## config.mk

```make
export PLATFORM = sky130hd
export DESIGN_NAME = multi_correlation_tracker_flat
export DESIGN_NICKNAME = d
export VERILOG_FILES = /design/src/rtl/multi_correlation_tracker_if.sv /design/src/rtl/multi_correlation_tracker.sv /design/src/flat_wrapper.sv
export SDC_FILE = /design/constraint.sdc
export NUM_CORES = 1
export LEC_CHECK = 0
export ABC_CLOCK_PERIOD_IN_PS = 6700
export CAP_MARGIN = 40
export CORE_UTILIZATION = 35
export CTS_BUF_LIST = sky130_fd_sc_hd__clkbuf_16
export CTS_CLUSTER_SIZE = 8
export DETAILED_ROUTE_END_ITERATION = 8
export SETUP_SLACK_MARGIN = 0.02
export SKIP_LAST_GASP = 1
export SLEW_MARGIN = 10
export SYNTH_ARGS = -nofsm -noshare
export SYNTH_HDL_FRONTEND = slang
export SYNTH_SLANG_ARGS = --single-unit
```

## constraint.sdc

```tcl
create_clock -name clk -period 6.7 [get_ports clk]
set_input_delay 2.01 -clock clk [delete_from_list [all_inputs] [get_ports clk]]
set_output_delay 2.01 -clock clk [all_outputs]
set_load 0.05 [all_outputs]
```

## src/rtl/multi_correlation_tracker_if.sv

```systemverilog
// Sample, threshold-adjust and readout signals of the multi-channel correlation tracker.
// The master drives samples and adjust pulses; the slave returns readout and per-channel flags.
interface multi_correlation_tracker_if #(
   parameter int NUM_CH = 6,
   parameter int W      = 10
);
   localparam int CH_W = (NUM_CH > 1) ? $clog2(NUM_CH) : 1;

   logic [W-1:0]      corr_in_i;
   logic [CH_W-1:0]   corr_chan_i;
   logic              corr_valid_i;
   logic [CH_W-1:0]   thresh_chan_i;
   logic              thresh_sel_i;
   logic              inc_thresh_i;
   logic              dec_thresh_i;
   logic [CH_W-1:0]   rd_chan_i;
   logic [W-1:0]      rd_filt_o;
   logic [W-1:0]      rd_thresh_high_o;
   logic [W-1:0]      rd_thresh_low_o;
   logic              rd_active_o;
   logic [NUM_CH-1:0] active_o;
   logic [NUM_CH-1:0] onset_o;
   logic [NUM_CH-1:0] release_o;

   modport master (
      output corr_in_i, corr_chan_i, corr_valid_i, thresh_chan_i, thresh_sel_i,
             inc_thresh_i, dec_thresh_i, rd_chan_i,
      input  rd_filt_o, rd_thresh_high_o, rd_thresh_low_o, rd_active_o,
             active_o, onset_o, release_o
   );

   modport slave (
      input  corr_in_i, corr_chan_i, corr_valid_i, thresh_chan_i, thresh_sel_i,
             inc_thresh_i, dec_thresh_i, rd_chan_i,
      output rd_filt_o, rd_thresh_high_o, rd_thresh_low_o, rd_active_o,
             active_o, onset_o, release_o
   );
endinterface

```

## src/rtl/multi_correlation_tracker.sv

```systemverilog
// Time-multiplexed correlation tracker: per-channel IIR filter, hysteresis thresholds with a
// minimum hold time, runtime-adjustable thresholds and a registered readout port.
module multi_correlation_tracker #(
   parameter int NUM_CH           = 6,
   parameter int W                = 10,
   parameter int SHIFT            = 5,
   parameter int THRESH_HIGH_INIT = 1000,
   parameter int THRESH_LOW_INIT  = 750,
   parameter int STEP             = 4,
   parameter int HOLD_UPDATES     = 8,
   parameter int CH_W             = (NUM_CH > 1) ? $clog2(NUM_CH) : 1
) (
   input  logic                         clk,
   input  logic                         rst,
   multi_correlation_tracker_if.slave   bus
);
   localparam int              HW      = $clog2(HOLD_UPDATES + 1);
   localparam logic [CH_W:0]   NCH     = NUM_CH[CH_W:0];
   localparam logic [W:0]      STEP_W1 = (W+1)'(STEP);
   localparam logic [W-1:0]    STEP_W  = W'(STEP);

   logic                         in_ok;
   logic                         s1_vld_q;
   logic [CH_W-1:0]              s1_chan_q;
   logic [NUM_CH-1:0][W-1:0]     filt_all, hi_all, lo_all;
   logic [NUM_CH-1:0]            act_vec, on_vec, rel_vec;
   logic [W-1:0]                 rd_filt_q, rd_hi_q, rd_lo_q;
   logic                         rd_act_q;

   assign in_ok = bus.corr_valid_i && ({1'b0, bus.corr_chan_i} < NCH);

   // Stage-1 tag: which channel's filter moved on the last edge, so stage 2 decides on it next.
   always_ff @(posedge clk) begin
      if (rst) begin
         s1_vld_q  <= 1'b0;
         s1_chan_q <= '0;
      end else begin
         s1_vld_q  <= in_ok;
         s1_chan_q <= bus.corr_chan_i;
      end
   end

   for (genvar g = 0; g < NUM_CH; g++) begin : g_ch
      localparam logic [CH_W-1:0] GCH = CH_W'(g);

      logic [W-1:0]  filt_q, filt_d, hi_q, hi_d, lo_q, lo_d;
      logic [W:0]    hi_up, lo_up;
      logic [HW-1:0] hold_q, hold_d;
      logic          act_q, act_d, on_q, on_d, rel_q, rel_d;
      logic          upd1, upd2, adj;

      assign upd1  = in_ok && (bus.corr_chan_i == GCH);
      assign upd2  = s1_vld_q && (s1_chan_q == GCH);
      assign adj   = (bus.thresh_chan_i == GCH) && (bus.inc_thresh_i ^ bus.dec_thresh_i);
      assign hi_up = {1'b0, hi_q} + STEP_W1;
      assign lo_up = {1'b0, lo_q} + STEP_W1;

      always_comb begin
         // f - (f>>S) never underflows and the sum never exceeds 2^W-1, so W bits suffice.
         filt_d = upd1 ? (filt_q - (filt_q >> SHIFT) + (bus.corr_in_i >> SHIFT)) : filt_q;

         hold_d = hold_q;
         act_d  = act_q;
         on_d   = 1'b0;
         rel_d  = 1'b0;
         if (upd2) begin
            if (hold_q != '0) begin
               hold_d = hold_q - 1'b1;
            end else if (!act_q && (filt_q > hi_q)) begin
               act_d  = 1'b1;
               on_d   = 1'b1;
               hold_d = HW'(HOLD_UPDATES);
            end else if (act_q && (filt_q < lo_q)) begin
               act_d  = 1'b0;
               rel_d  = 1'b1;
               hold_d = HW'(HOLD_UPDATES);
            end
         end

         hi_d = hi_q;
         lo_d = lo_q;
         if (adj) begin
            if (bus.thresh_sel_i) begin
               if (bus.inc_thresh_i)
                  hi_d = hi_up[W] ? '1 : hi_up[W-1:0];
               else if ((hi_q >= STEP_W) && ((hi_q - STEP_W) >= lo_q))
                  hi_d = hi_q - STEP_W;
            end else begin
               if (bus.inc_thresh_i) begin
                  if (lo_up <= {1'b0, hi_q}) lo_d = lo_up[W-1:0];
               end else begin
                  lo_d = (lo_q < STEP_W) ? '0 : (lo_q - STEP_W);
               end
            end
         end
      end

      always_ff @(posedge clk) begin
         if (rst) begin
            filt_q <= '0;
            hi_q   <= W'(THRESH_HIGH_INIT);
            lo_q   <= W'(THRESH_LOW_INIT);
            hold_q <= '0;
            act_q  <= 1'b0;
            on_q   <= 1'b0;
            rel_q  <= 1'b0;
         end else begin
            filt_q <= filt_d;
            hi_q   <= hi_d;
            lo_q   <= lo_d;
            hold_q <= hold_d;
            act_q  <= act_d;
            on_q   <= on_d;
            rel_q  <= rel_d;
         end
      end

      assign filt_all[g] = filt_q;
      assign hi_all[g]   = hi_q;
      assign lo_all[g]   = lo_q;
      assign act_vec[g]  = act_q;
      assign on_vec[g]   = on_q;
      assign rel_vec[g]  = rel_q;
   end

   // Readout samples the state left by the previous edge.
   always_ff @(posedge clk) begin
      if (rst || ({1'b0, bus.rd_chan_i} >= NCH)) begin
         rd_filt_q <= '0;
         rd_hi_q   <= '0;
         rd_lo_q   <= '0;
         rd_act_q  <= 1'b0;
      end else begin
         rd_filt_q <= filt_all[bus.rd_chan_i];
         rd_hi_q   <= hi_all[bus.rd_chan_i];
         rd_lo_q   <= lo_all[bus.rd_chan_i];
         rd_act_q  <= act_vec[bus.rd_chan_i];
      end
   end

   assign bus.rd_filt_o        = rd_filt_q;
   assign bus.rd_thresh_high_o = rd_hi_q;
   assign bus.rd_thresh_low_o  = rd_lo_q;
   assign bus.rd_active_o      = rd_act_q;
   assign bus.active_o         = act_vec;
   assign bus.onset_o          = on_vec;
   assign bus.release_o        = rel_vec;
endmodule

```

## src/flat_wrapper.sv

```systemverilog
// flat-port wrapper written by rule: the top's interface ports become plain ports
module multi_correlation_tracker_flat 
#(
   parameter int NUM_CH           = 6,
   parameter int W                = 10,
   parameter int SHIFT            = 5,
   parameter int THRESH_HIGH_INIT = 1000,
   parameter int THRESH_LOW_INIT  = 750,
   parameter int STEP             = 4,
   parameter int HOLD_UPDATES     = 8,
   parameter int CH_W             = (NUM_CH > 1) ? $clog2(NUM_CH) : 1
)
  (clk, rst, bus_corr_in_i, bus_corr_chan_i, bus_corr_valid_i, bus_thresh_chan_i, bus_thresh_sel_i, bus_inc_thresh_i, bus_dec_thresh_i, bus_rd_chan_i, bus_rd_filt_o, bus_rd_thresh_high_o, bus_rd_thresh_low_o, bus_rd_active_o, bus_active_o, bus_onset_o, bus_release_o);
  multi_correlation_tracker_if #(.NUM_CH(NUM_CH), .W(W)) bus_i ();
  input  logic clk;
  input  logic rst;
  input wire logic [$bits(bus_i.corr_in_i)-1:0] bus_corr_in_i;
  input wire logic [$bits(bus_i.corr_chan_i)-1:0] bus_corr_chan_i;
  input wire logic [$bits(bus_i.corr_valid_i)-1:0] bus_corr_valid_i;
  input wire logic [$bits(bus_i.thresh_chan_i)-1:0] bus_thresh_chan_i;
  input wire logic [$bits(bus_i.thresh_sel_i)-1:0] bus_thresh_sel_i;
  input wire logic [$bits(bus_i.inc_thresh_i)-1:0] bus_inc_thresh_i;
  input wire logic [$bits(bus_i.dec_thresh_i)-1:0] bus_dec_thresh_i;
  input wire logic [$bits(bus_i.rd_chan_i)-1:0] bus_rd_chan_i;
  output wire logic [$bits(bus_i.rd_filt_o)-1:0] bus_rd_filt_o;
  output wire logic [$bits(bus_i.rd_thresh_high_o)-1:0] bus_rd_thresh_high_o;
  output wire logic [$bits(bus_i.rd_thresh_low_o)-1:0] bus_rd_thresh_low_o;
  output wire logic [$bits(bus_i.rd_active_o)-1:0] bus_rd_active_o;
  output wire logic [$bits(bus_i.active_o)-1:0] bus_active_o;
  output wire logic [$bits(bus_i.onset_o)-1:0] bus_onset_o;
  output wire logic [$bits(bus_i.release_o)-1:0] bus_release_o;
  assign bus_i.corr_in_i = bus_corr_in_i;
  assign bus_i.corr_chan_i = bus_corr_chan_i;
  assign bus_i.corr_valid_i = bus_corr_valid_i;
  assign bus_i.thresh_chan_i = bus_thresh_chan_i;
  assign bus_i.thresh_sel_i = bus_thresh_sel_i;
  assign bus_i.inc_thresh_i = bus_inc_thresh_i;
  assign bus_i.dec_thresh_i = bus_dec_thresh_i;
  assign bus_i.rd_chan_i = bus_rd_chan_i;
  assign bus_rd_filt_o = bus_i.rd_filt_o;
  assign bus_rd_thresh_high_o = bus_i.rd_thresh_high_o;
  assign bus_rd_thresh_low_o = bus_i.rd_thresh_low_o;
  assign bus_rd_active_o = bus_i.rd_active_o;
  assign bus_active_o = bus_i.active_o;
  assign bus_onset_o = bus_i.onset_o;
  assign bus_release_o = bus_i.release_o;
  multi_correlation_tracker #(.NUM_CH(NUM_CH), .W(W), .SHIFT(SHIFT), .THRESH_HIGH_INIT(THRESH_HIGH_INIT), .THRESH_LOW_INIT(THRESH_LOW_INIT), .STEP(STEP), .HOLD_UPDATES(HOLD_UPDATES), .CH_W(CH_W)) u_core (.clk(clk), .rst(rst), .bus(bus_i));
endmodule
```

==> run_results.csv, run 1 <==
group,metric,value,unit
cells_and_area,antenna_cells,0,
global_route,grt_pass1_vias,18600,
cells_and_area,drive_above_1_share,5.01,%
clocking,clockBufferDepth,3,
routing,vias,20500,
synthesis,ys_seq_area_share,21.8,%
synthesis,synth_compound_area_share,22.4,%
clocking,htreeDepth,2,
sta,worst_slack,1.98,ns
routing,drc,0,
setup_path,end_kind,"flip-flop",
sta,finalCritPeriodShare,70.4,%
global_route,grt_max_degree,121,
clocking,numCtsBuffers,37,
clocking,cts.clk_slew.worst_paths,0.05,ns
synthesis,avgSynthCellArea,7.89,um^2
synthesis,ys_dominant_reg_cell,"dfxtp_1",
global_route,antenna_found_initial,3,
clocking,cts_tree,"built",
synthesis,synth_mux_area_share,4.25,%
cells_and_area,finish.utilization,39.0,%
placement,dpl_cell_area,0.0236,mm^2
power_and_ir_drop,p_leak,10.5,nW
sta,slew_headroom,40.7,%
sta,fin_skew,0.0180,ns
placement,dp_cells,3615,
job,maxCapViolCount,0,
setup_path,path_cells,"clkdlybuf4s50_1, xor2_2, nand3b_1, nor3_1, o31ai_1, a211oi_2, buf_4, o21ai_0, a221o_1",
setup_path,cp_top_family,"compound AO/OA/AOI/OAI gates",
power_and_ir_drop,ir_drop,150,uV
setup_path,reg2reg_depth,13,
clocking,cts_setup_buffers,0,
sta,setup_viol_count_final,0,
clocking,cts.sinks,244,
floorplan,rows,92,
placement,post-place-ws,1.42,ns
floorplan,ios,74,
cells_and_area,finalInstanceArea,0.0246,mm^2
clocking,clock_latency,0.56,ns
cells_and_area,final_nets,3175,
sta,fmax,212,MHz
setup_path,max_stage_delay,0.58,ns
routing,drtIter0Drc,1735,
sta,period_needed,4.72,ns
setup_path,critical_path_class,"input port to flip-flop",
synthesis,synth_area,0.0224,mm^2
cells_and_area,multi_input_area,0.0158,mm^2
synthesis,synth-simple-area-share,19.5,%
routing,vias_per_cell,5.60,
cells_and_area,final_cell_count_no_fill,3663,
floorplan,die_area,0.0650,mm^2
global_route,grt-ovfl-total,0,
synthesis,yosysUniqueCellTypes,93,
synthesis,async_reset_ff_share,0,%
floorplan,initial_core_util,35.5,%
routing,wirelength,69400,um
sta,drv_slew,0,
cells_and_area,seq_area,0.00488,mm^2
global_route,gr-usage-all-layers,21.3,%
setup_path,critPathRequiredTime,7.14,ns
cells_and_area,fillers,6595,
synthesis,synth_xor_area_share,4.22,%
cells_and_area,area_growth,9.82,%
power_and_ir_drop,p_per_area,163,mW/mm^2
placement,io_buffers,68,
synthesis,ys_seq_elements,244,
synthesis,synth_top_cell_by_area,"dfxtp_1",
setup_path,arrival,5.16,ns
clocking,ctsResizeCount,0,
setup_path,start_kind,"input port",
global_route,grt_pass1_wl,108000,um
synthesis,syn_inst,2839,
routing,wl_per_cell,18.9,um
setup_path,crit_cells,9,
floorplan,die_y,255,um
setup_path,critPathBufInv,2,
synthesis,synth_fp_nets,3206,
routing,drtPass1Iterations,5,
synthesis,synthTopCellsByArea,"dfxtp_1 (22%), ha_1 (17%), a21oi_1 (4.8%)",
setup_path,slowest_stage,"nor3_1",
synthesis,yosysWarnings,0,
floorplan,die_w,255,um
synthesis,synth_edf_count,0,
sta,hold_viol_final,0,
setup_path,path_max_fanout,9,
placement,gp_congestion,0.928,
worst_hold_path,hold_class,"flip-flop to flip-flop",
sta,tns,0,ns
synthesis,synth_top_family_by_area,"compound AO/OA/AOI/OAI gates",
synthesis,synth_top_area_share,21.8,%
clocking,root_buffer,"clkbuf_16",
synthesis,synth-adder-area-share,20.1,%
placement,dp_hpwl,52600,um
run_status,status,"completed",
sta,tightestPinTransition,0.887,ns
worst_hold_path,min_path_cells,2,
clocking,hold_buffers,0,
sta,rsz0062_at_grt,"no",
routing,antenna_left,0,
floorplan,coreArea,0.0631,mm^2
-- tightest hold or removal path, stage by stage, from the launching register on --
cell	delay (ns)
dfxtp_1	0.32
nand2_1	0.05
a21oi_1	0.05
-- logic make-up (layout without fill, tap and decap cells) --
kind of cell	count (synthesis)	after routing
muxes	58	58
DFF	244	244
buffers and inverters	424	402
AOI/OAI and AO/OA	771	771
adders and majority gates	342	342
xor gates and xnor gates	107	107
and+or+nand+nor	892	892
other	1	1
-- layout by cell type (no fill, tap or decap), types with 32 or more instances in the layout --
| cell type | count |
|---|---|
| xor2_1 | 32 |
| o21ai_0 | 178 |
| dfxtp_1 | 244 |
| nand4_1 | 45 |
| nor3_1 | 103 |
| clkbuf_16 | 39 |
| a21o_1 | 41 |
| a31oi_1 | 37 |
| nor2_1 | 243 |
| a22oi_1 | 34 |
| inv_1 | 266 |
| a21oi_1 | 215 |
| xnor2_1 | 74 |
| nand3_1 | 90 |
| nor2b_1 | 33 |
| nand2_1 | 205 |
| o211ai_1 | 43 |
| clkdlybuf4s50_1 | 65 |
| ha_1 | 312 |
-- per-layer routing --
layer / part of all wire, % / wire length, um / GRT usage, %
met2: 45 / 30900 / 33.5
met5: 0.039 / 27 / 0
met4: 2.8 / 1940 / 7.01
met3: 7.4 / 5120 / 4.04
met1: 45 / 31400 / 28.9
-- cells in the mapped netlist (all sizes together) (20+ instances only) --
cell,number
or3,20
o211ai,43
inv,262
ha,312
clkbuf,97
nand3,90
nor2b,33
fa,30
mux4,29
nor2,246
nor3,105
nand4,45
a22oi,34
dfxtp,244
nor4,30
o21a,21
mux2i,22
a21oi,215
and3,30
buf,63
a21o,41
a211oi,30
o21ai,180
xor2,33
xnor2,74
a31oi,37
nand2,206
-- path summary, 6_finish.rpt --
kind,endpoint,from,slack [ns]
setup / recovery,u_core.g_ch[1].lo_q[6]$_SDFFE_PP1P_,bus_dec_thresh_i,1.98
hold / removal,u_core.g_ch[0].filt_q[0]$_SDFFE_PP0P_,u_core.g_ch[0].filt_q[0]$_SDFFE_PP0P_,0.47
setup reg to reg,u_core.g_ch[1].lo_q[6]$_SDFFE_PP1P_,u_core.g_ch[1].lo_q[4]$_SDFFE_PP0P_,2.93
hold reg to reg,u_core.g_ch[0].filt_q[0]$_SDFFE_PP0P_,u_core.g_ch[0].filt_q[0]$_SDFFE_PP0P_,0.47
-- final cells by class --
class                   instances  area share [%]
clock buffers                  39            3.97
clock inverters                 9           0.163
inverters                     264            4.03
multi-input cells            2171            64.2
flip-flops and latches        244            19.9
well taps                     846            4.31
repair buffers                 90            3.48
-- through the flow --
| step | hold WS [ns] | power (mW) |
|---|---|---|
| 2_1_floorplan | 0.446 | 2.09 |
| 3_3_place_gp | 0.468 | 2.28 |
| 3_5_place_dp | 0.468 | 2.28 |
| 4_1_cts | 0.475 | 4.05 |
| 5_1_grt | 0.507 | 4.19 |
| 6_report | 0.472 | 4.00 |
-- sequential cells by signal (all words and copies together), names as in the netlist --
| signal | cells |
|---|---|
| u_core.g_ch.act_q | 6 |
| u_core.g_ch.hold_q | 24 |
| u_core.g_ch.rel_q | 6 |
| u_core.s1_chan_q | 3 |
| u_core.s1_vld_q | 1 |
| u_core.bus.rd_thresh_low_o | 10 |
| u_core.bus.rd_filt_o | 10 |
| u_core.g_ch.lo_q | 54 |
| u_core.g_ch.filt_q | 60 |
| u_core.bus.rd_thresh_high_o | 9 |
| u_core.g_ch.hi_q | 54 |
| u_core.g_ch.on_q | 6 |
| u_core.bus.rd_active_o | 1 |
-- where the power goes --
group | leakage, nW | total (mW) | switching, mW | internal [mW]
sequential | 1.98 | 1.54 | 0.0555 | 1.48
combinational | 8.02 | 0.721 | 0.438 | 0.283
clock | 0.519 | 1.74 | 0.717 | 1.02
Note: power is estimated with default switching activity, not from simulation.
==> run 2: changes to the inputs <==
- ABC_CLOCK_PERIOD_IN_PS: 6700 -> 3800
- clock period: 6.7 -> 3.8 ns (I/O delays scaled with it)
==> run_results.csv, run 2 (synthesized netlist as in run 1, its figures left out) <==
group,metric,value,unit
run_status,status,"completed",
worst_hold_path,hold-path-endpoint,"u_core.g_ch[0].filt_q[0]$_SDFFE_PP0P_",
floorplan,rows,92,
clocking,cts_tree,"built",
routing,vias_per_cell,5.60,
global_route,antenna_found_initial,3,
clocking,numCtsBuffers,37,
routing,drtPass1Iterations,6,
sta,hold_viol_final,0,
cells_and_area,regMostFlops,"u_core.g_ch.filt_q",
clocking,cts_setup_buffers,0,
cells_and_area,layout_commonest_cell,"ha_1",
clocking,cts.sinks,244,
worst_hold_path,min_path_cells,2,
setup_path,r2r-start,"u_core.g_ch[4].hi_q[2]$_SDFFE_PP0P_",
cells_and_area,final_nets,3285,
cells_and_area,drive_above_1_share,8.61,%
cells_and_area,final_cell_count_no_fill,3773,
floorplan,die_area,0.0650,mm^2
routing,drc,0,
floorplan,die_w,255,um
sta,timing.hold.ws,0.477,ns
setup_path,reg2reg_to,"u_core.g_ch[4].hi_q[5]$_SDFFE_PP1P_",
sta,rsz0062_at_grt,"no",
placement,io_buffers,68,
global_route,grt_max_degree,108,
placement,dp_hpwl,54200,um
setup_path,critPathRequiredTime,4.29,ns
clocking,cts.clk_slew.worst_paths,0.05,ns
routing,wirelength,71500,um
sta,setup_viol_count_final,0,
worst_hold_path,hold_class,"flip-flop to flip-flop",
cells_and_area,area_growth,14.1,%
power_and_ir_drop,ir_drop,208,uV
placement,dp_cells,3725,
setup_path,reg2reg_depth,13,
global_route,grt-ovfl-total,0,
routing,drtIter0Drc,1947,
setup_path,path_max_fanout,6,
cells_and_area,largestRegisters,"u_core.g_ch.filt_q: 60 flops, u_core.g_ch.hi_q: 54 flops, u_core.g_ch.lo_q: 54 flops",
sta,fin_skew,0.0232,ns
cells_and_area,final_cell_mix,"ha_1 (312), inv_1 (265), dfxtp_1 (244), nor2_1 (243), a21oi_1 (215)",
floorplan,ios,74,
setup_path,start_kind,"input port",
power_and_ir_drop,p_per_area,283,mW/mm^2
power_and_ir_drop,p_leak,11.1,nW
floorplan,die_y,255,um
global_route,grt_pass1_vias,19600,
sta,tightestPinTransition,0.905,ns
routing,antenna_left,0,
global_route,gr-usage-all-layers,22.1,%
clocking,htreeDepth,2,
cells_and_area,largest_reg_flops,60,
sta,drv_slew,0,
clocking,root_buffer,"clkbuf_16",
sta,fmax,277,MHz
routing,wl_per_cell,18.9,um
job,maxCapViolCount,0,
cells_and_area,antenna_cells,0,
clocking,clock_latency,0.56,ns
global_route,grt_pass1_wl,113000,um
setup_path,critical_path_class,"input port to flip-flop",
routing,vias,21100,
setup_path,end_kind,"flip-flop",
placement,gp_congestion,0.927,
floorplan,coreArea,0.0631,mm^2
setup_path,arrival,4.10,ns
sta,finalCritPeriodShare,94.9,%
sta,period_needed,3.61,ns
sta,slew_headroom,39.1,%
floorplan,initial_core_util,35.5,%
clocking,clockBufferDepth,3,
setup_path,rrSetupSlack,0.26,ns
worst_hold_path,min_from,"u_core.g_ch[0].filt_q[0]$_SDFFE_PP0P_",
## run 2: layout make-up
| cell class | count | area, um^2 |
|---|---|---|
| Clock buffer | 39 | 976 |
| Clock inverter | 9 | 38.8 |
| Fill cell | 6544 | 37500 |
| Inverter | 264 | 991 |
| Multi-Input combinational cell | 2171 | 15800 |
| Sequential cell | 244 | 4880 |
| Tap cell | 846 | 1060 |
| Timing Repair Buffer | 200 | 1810 |
## run 2: worst max-delay path, stage by stage
cell and delay, ns:
clkdlybuf4s50_1 0.46, inv_1 0.06, buf_12 0.15, fa_1 0.59, inv_1 0.06, ha_1 0.30
a211oi_1 0.40, o211ai_1 0.18, nand4_1 0.12, nand2_1 0.07, xnor2_1 0.12, or3_1 0.30
a21oi_1 0.14
## run 2: worst max-delay path by stage
stage / start / to / cells past startpoint
after floorplan: bus_corr_in_i[6] / u_core.g_ch[1].filt_q[9]$_SDFFE_PP0P_ / 11
final: bus_corr_in_i[6] / u_core.g_ch[1].filt_q[9]$_SDFFE_PP0P_ / 13
after global placement: bus_corr_in_i[6] / u_core.g_ch[5].filt_q[8]$_SDFFE_PP0P_ / 13
after detailed placement: bus_corr_in_i[7] / u_core.g_ch[5].filt_q[8]$_SDFFE_PP0P_ / 13
after global routing: bus_corr_in_i[6] / u_core.g_ch[5].filt_q[6]$_SDFFE_PP0P_ / 14
after CTS: bus_corr_in_i[6] / u_core.g_ch[5].filt_q[8]$_SDFFE_PP0P_ / 13
## run 2: report_power, final
group / switching (mW) / total [mW] / leakage, nW / internal (mW)
registers: 0.0832 / 2.70 / 1.98 / 2.61
logic: 0.825 / 1.46 / 8.62 / 0.632
clock network: 1.28 / 3.08 / 0.513 / 1.80
## run 2: timing repair
item	4_1_cts	5_1_grt
hold buffers	0	0
endpoints found under the setup margin	0	3
gates resized for setup	0	3
## run 2: per-stage QoR
stage | cell area [um^2] | util (%) | TNS [ns] | setup slack [ns] | power (mW)
after floorplan | 22400 | - | 0 | 0.272 | 3.69
after global placement | 24500 | 38.8 | -6.29 | -0.354 | 4.18
after detailed placement | 24500 | 38.9 | -6.15 | -0.378 | 4.19
after CTS | 25500 | 40.5 | 0 | 0.206 | 7.30
after global routing | 25500 | 40.5 | 0 | 0.0333 | 7.56
final | 25500 | 40.5 | 0 | 0.192 | 7.23
## run 2: layer usage
layer | track usage [%] | share of wire, %
met5 | 0 | 0.039
met3 | 3.88 | 7.4
met2 | 34.3 | 44
met1 | 30.6 | 45
met4 | 7.68 | 3.3
==> run 3: changes to the inputs <==
- TNS_END_PERCENT: unset -> 50
==> run_results.csv, run 3 (synthesized netlist as in run 1, its figures left out) <==
group,metric,value,unit
routing,drtPass1Iterations,5,
sta,slew_headroom,38.0,%
clocking,cts.sinks,244,
routing,drtIter0Drc,1942,
setup_path,critical_path_class,"input port to flip-flop",
cells_and_area,drive_above_1_share,8.58,%
sta,finalCritPeriodShare,94.7,%
cells_and_area,largestRegisters,"u_core.g_ch.filt_q: 60 flops, u_core.g_ch.hi_q: 54 flops, u_core.g_ch.lo_q: 54 flops",
clocking,numCtsBuffers,37,
setup_path,end_kind,"flip-flop",
sta,drv_slew,0,
sta,fin_skew,0.0224,ns
floorplan,ios,74,
global_route,gr-usage-all-layers,22.1,%
global_route,antenna_found_initial,3,
sta,rsz0062_at_grt,"yes",
routing,antenna_left,0,
setup_path,arrival,4.07,ns
power_and_ir_drop,total_power,7.22,mW
floorplan,die_w,255,um
setup_path,start_kind,"input port",
global_route,grt_pass1_wl,113000,um
clocking,cts.clk_slew.worst_paths,0.05,ns
global_route,grt_max_degree,108,
power_and_ir_drop,ir_drop,209,uV
setup_path,critPathRequiredTime,4.27,ns
setup_path,path_max_fanout,6,
power_and_ir_drop,p_leak,11.1,nW
cells_and_area,finish.utilization,40.5,%
power_and_ir_drop,p_per_area,283,mW/mm^2
floorplan,die_y,255,um
global_route,grt_pass1_vias,19600,
cells_and_area,layout_commonest_cell,"ha_1",
cells_and_area,multi_input_area,0.0158,mm^2
routing,drc,0,
clocking,root_buffer,"clkbuf_16",
placement,post-place-ws,-0.378,ns
cells_and_area,largest_reg_flops,60,
routing,wirelength,71600,um
sta,tightestPinTransition,0.921,ns
run_status,status,"completed",
sta,fmax,278,MHz
routing,wl_per_cell,19.0,um
worst_hold_path,min_path_cells,2,
sta,hold_viol_final,0,
cells_and_area,antenna_cells,0,
job,maxCapViolCount,0,
routing,vias,21200,
worst_hold_path,hold_class,"flip-flop to flip-flop",
clocking,htreeDepth,2,
placement,gp_congestion,0.927,
clocking,cts_tree,"built",
cells_and_area,area_growth,14.1,%
sta,worst_slack,0.203,ns
setup_path,reg2reg_depth,13,
global_route,grt-ovfl-total,0,
cells_and_area,regMostFlops,"u_core.g_ch.filt_q",
cells_and_area,seq_area,0.00488,mm^2
sta,tns,0,ns
cells_and_area,final_nets,3285,
floorplan,die_area,0.0650,mm^2
floorplan,rows,92,
clocking,clockBufferDepth,3,
cells_and_area,fillers,6545,
cells_and_area,final_cell_mix,"ha_1 (312), inv_1 (265), dfxtp_1 (244), nor2_1 (243), a21oi_1 (215)",
sta,period_needed,3.60,ns
placement,dp_hpwl,54200,um
placement,io_buffers,68,
routing,vias_per_cell,5.61,
sta,setup_viol_count_final,0,
floorplan,coreArea,0.0631,mm^2
clocking,clock_latency,0.56,ns
floorplan,initial_core_util,35.5,%
[run 3: cell types whose count changed in the layout (fill, tap and decap cells not counted)]
cell,before,now
o41ai_2,3,2
o41ai_1,5,6
[run 3: cell type report]
cell class / instances / share of cell area, %
clock buffer: 39 / 3.82
clock inverter: 9 / 0.152
inverter: 264 / 3.88
multi-input combinational: 2171 / 61.8
sequential: 244 / 19.1
tap: 846 / 4.14
timing repair buffer: 200 / 7.07
[run 3: final timing paths]
kind	startpoint	slack [ns]	to
worst max-delay path	bus_corr_in_i[6]	0.20	u_core.g_ch[5].filt_q[9]$_SDFFE_PP0P_
worst min-delay path	u_core.g_ch[0].filt_q[0]$_SDFFE_PP0P_	0.48	u_core.g_ch[0].filt_q[0]$_SDFFE_PP0P_
worst max register to register	u_core.g_ch[4].hi_q[2]$_SDFFE_PP0P_	0.25	u_core.g_ch[4].hi_q[5]$_SDFFE_PP1P_
worst min register to register	u_core.g_ch[0].filt_q[0]$_SDFFE_PP0P_	0.48	u_core.g_ch[0].filt_q[0]$_SDFFE_PP0P_
[run 3: critical path, cell delays in order]
cell and delay, ns:
clkdlybuf4s50_1 0.46, inv_1 0.06, buf_12 0.15, fa_1 0.56, inv_1 0.05, ha_1 0.30, a211oi_1 0.34, o211ai_1 0.22
nand4_1 0.14, nand2_1 0.07, xnor2_1 0.13, or3_1 0.30, a21oi_1 0.14
[run 3: what timing repair did]
| item | CTS | global route |
|---|---|---|
| buffers inserted | 0 | 0 |
| gates resized for setup | 0 | 2 |
| hold endpoints to repair | 0 | 0 |
| hold buffers | 0 | 0 |
| setup endpoints to repair | 0 | 3 |
[run 3: per-stage QoR]
step	instance area (um^2)	hold WS (ns)	std cells
after global routing	25500	0.507	3773
after floorplan	22400	0.446	2839
final	25500	0.477	3773
after CTS	25500	0.480	3773
after detailed placement	24500	0.473	3725
after global placement	24500	0.465	3723
[run 3: power by group]
group          switching [mW]  leakage (nW)  internal (mW)  total [mW]
sequential             0.0832          1.98           2.61        2.70
combinational           0.824          8.61          0.631        1.46
clock                    1.27         0.513           1.80        3.07
total                    2.18          11.1           5.05        7.22
[run 3: metal layers]
| metal | track usage, % | wire length, um | part of all wire, % | vias to the layer above |
|---|---|---|---|---|
| li1 | - | - | - | 10400 |
| met1 | 30.6 | 32800 | 46 | 9939 |
| met2 | 34.3 | 31300 | 44 | 674 |
| met3 | 3.88 | 4920 | 6.9 | 128 |
| met4 | 7.68 | 2430 | 3.4 | 4 |
| met5 | 0 | 28 | 0.039 | - |
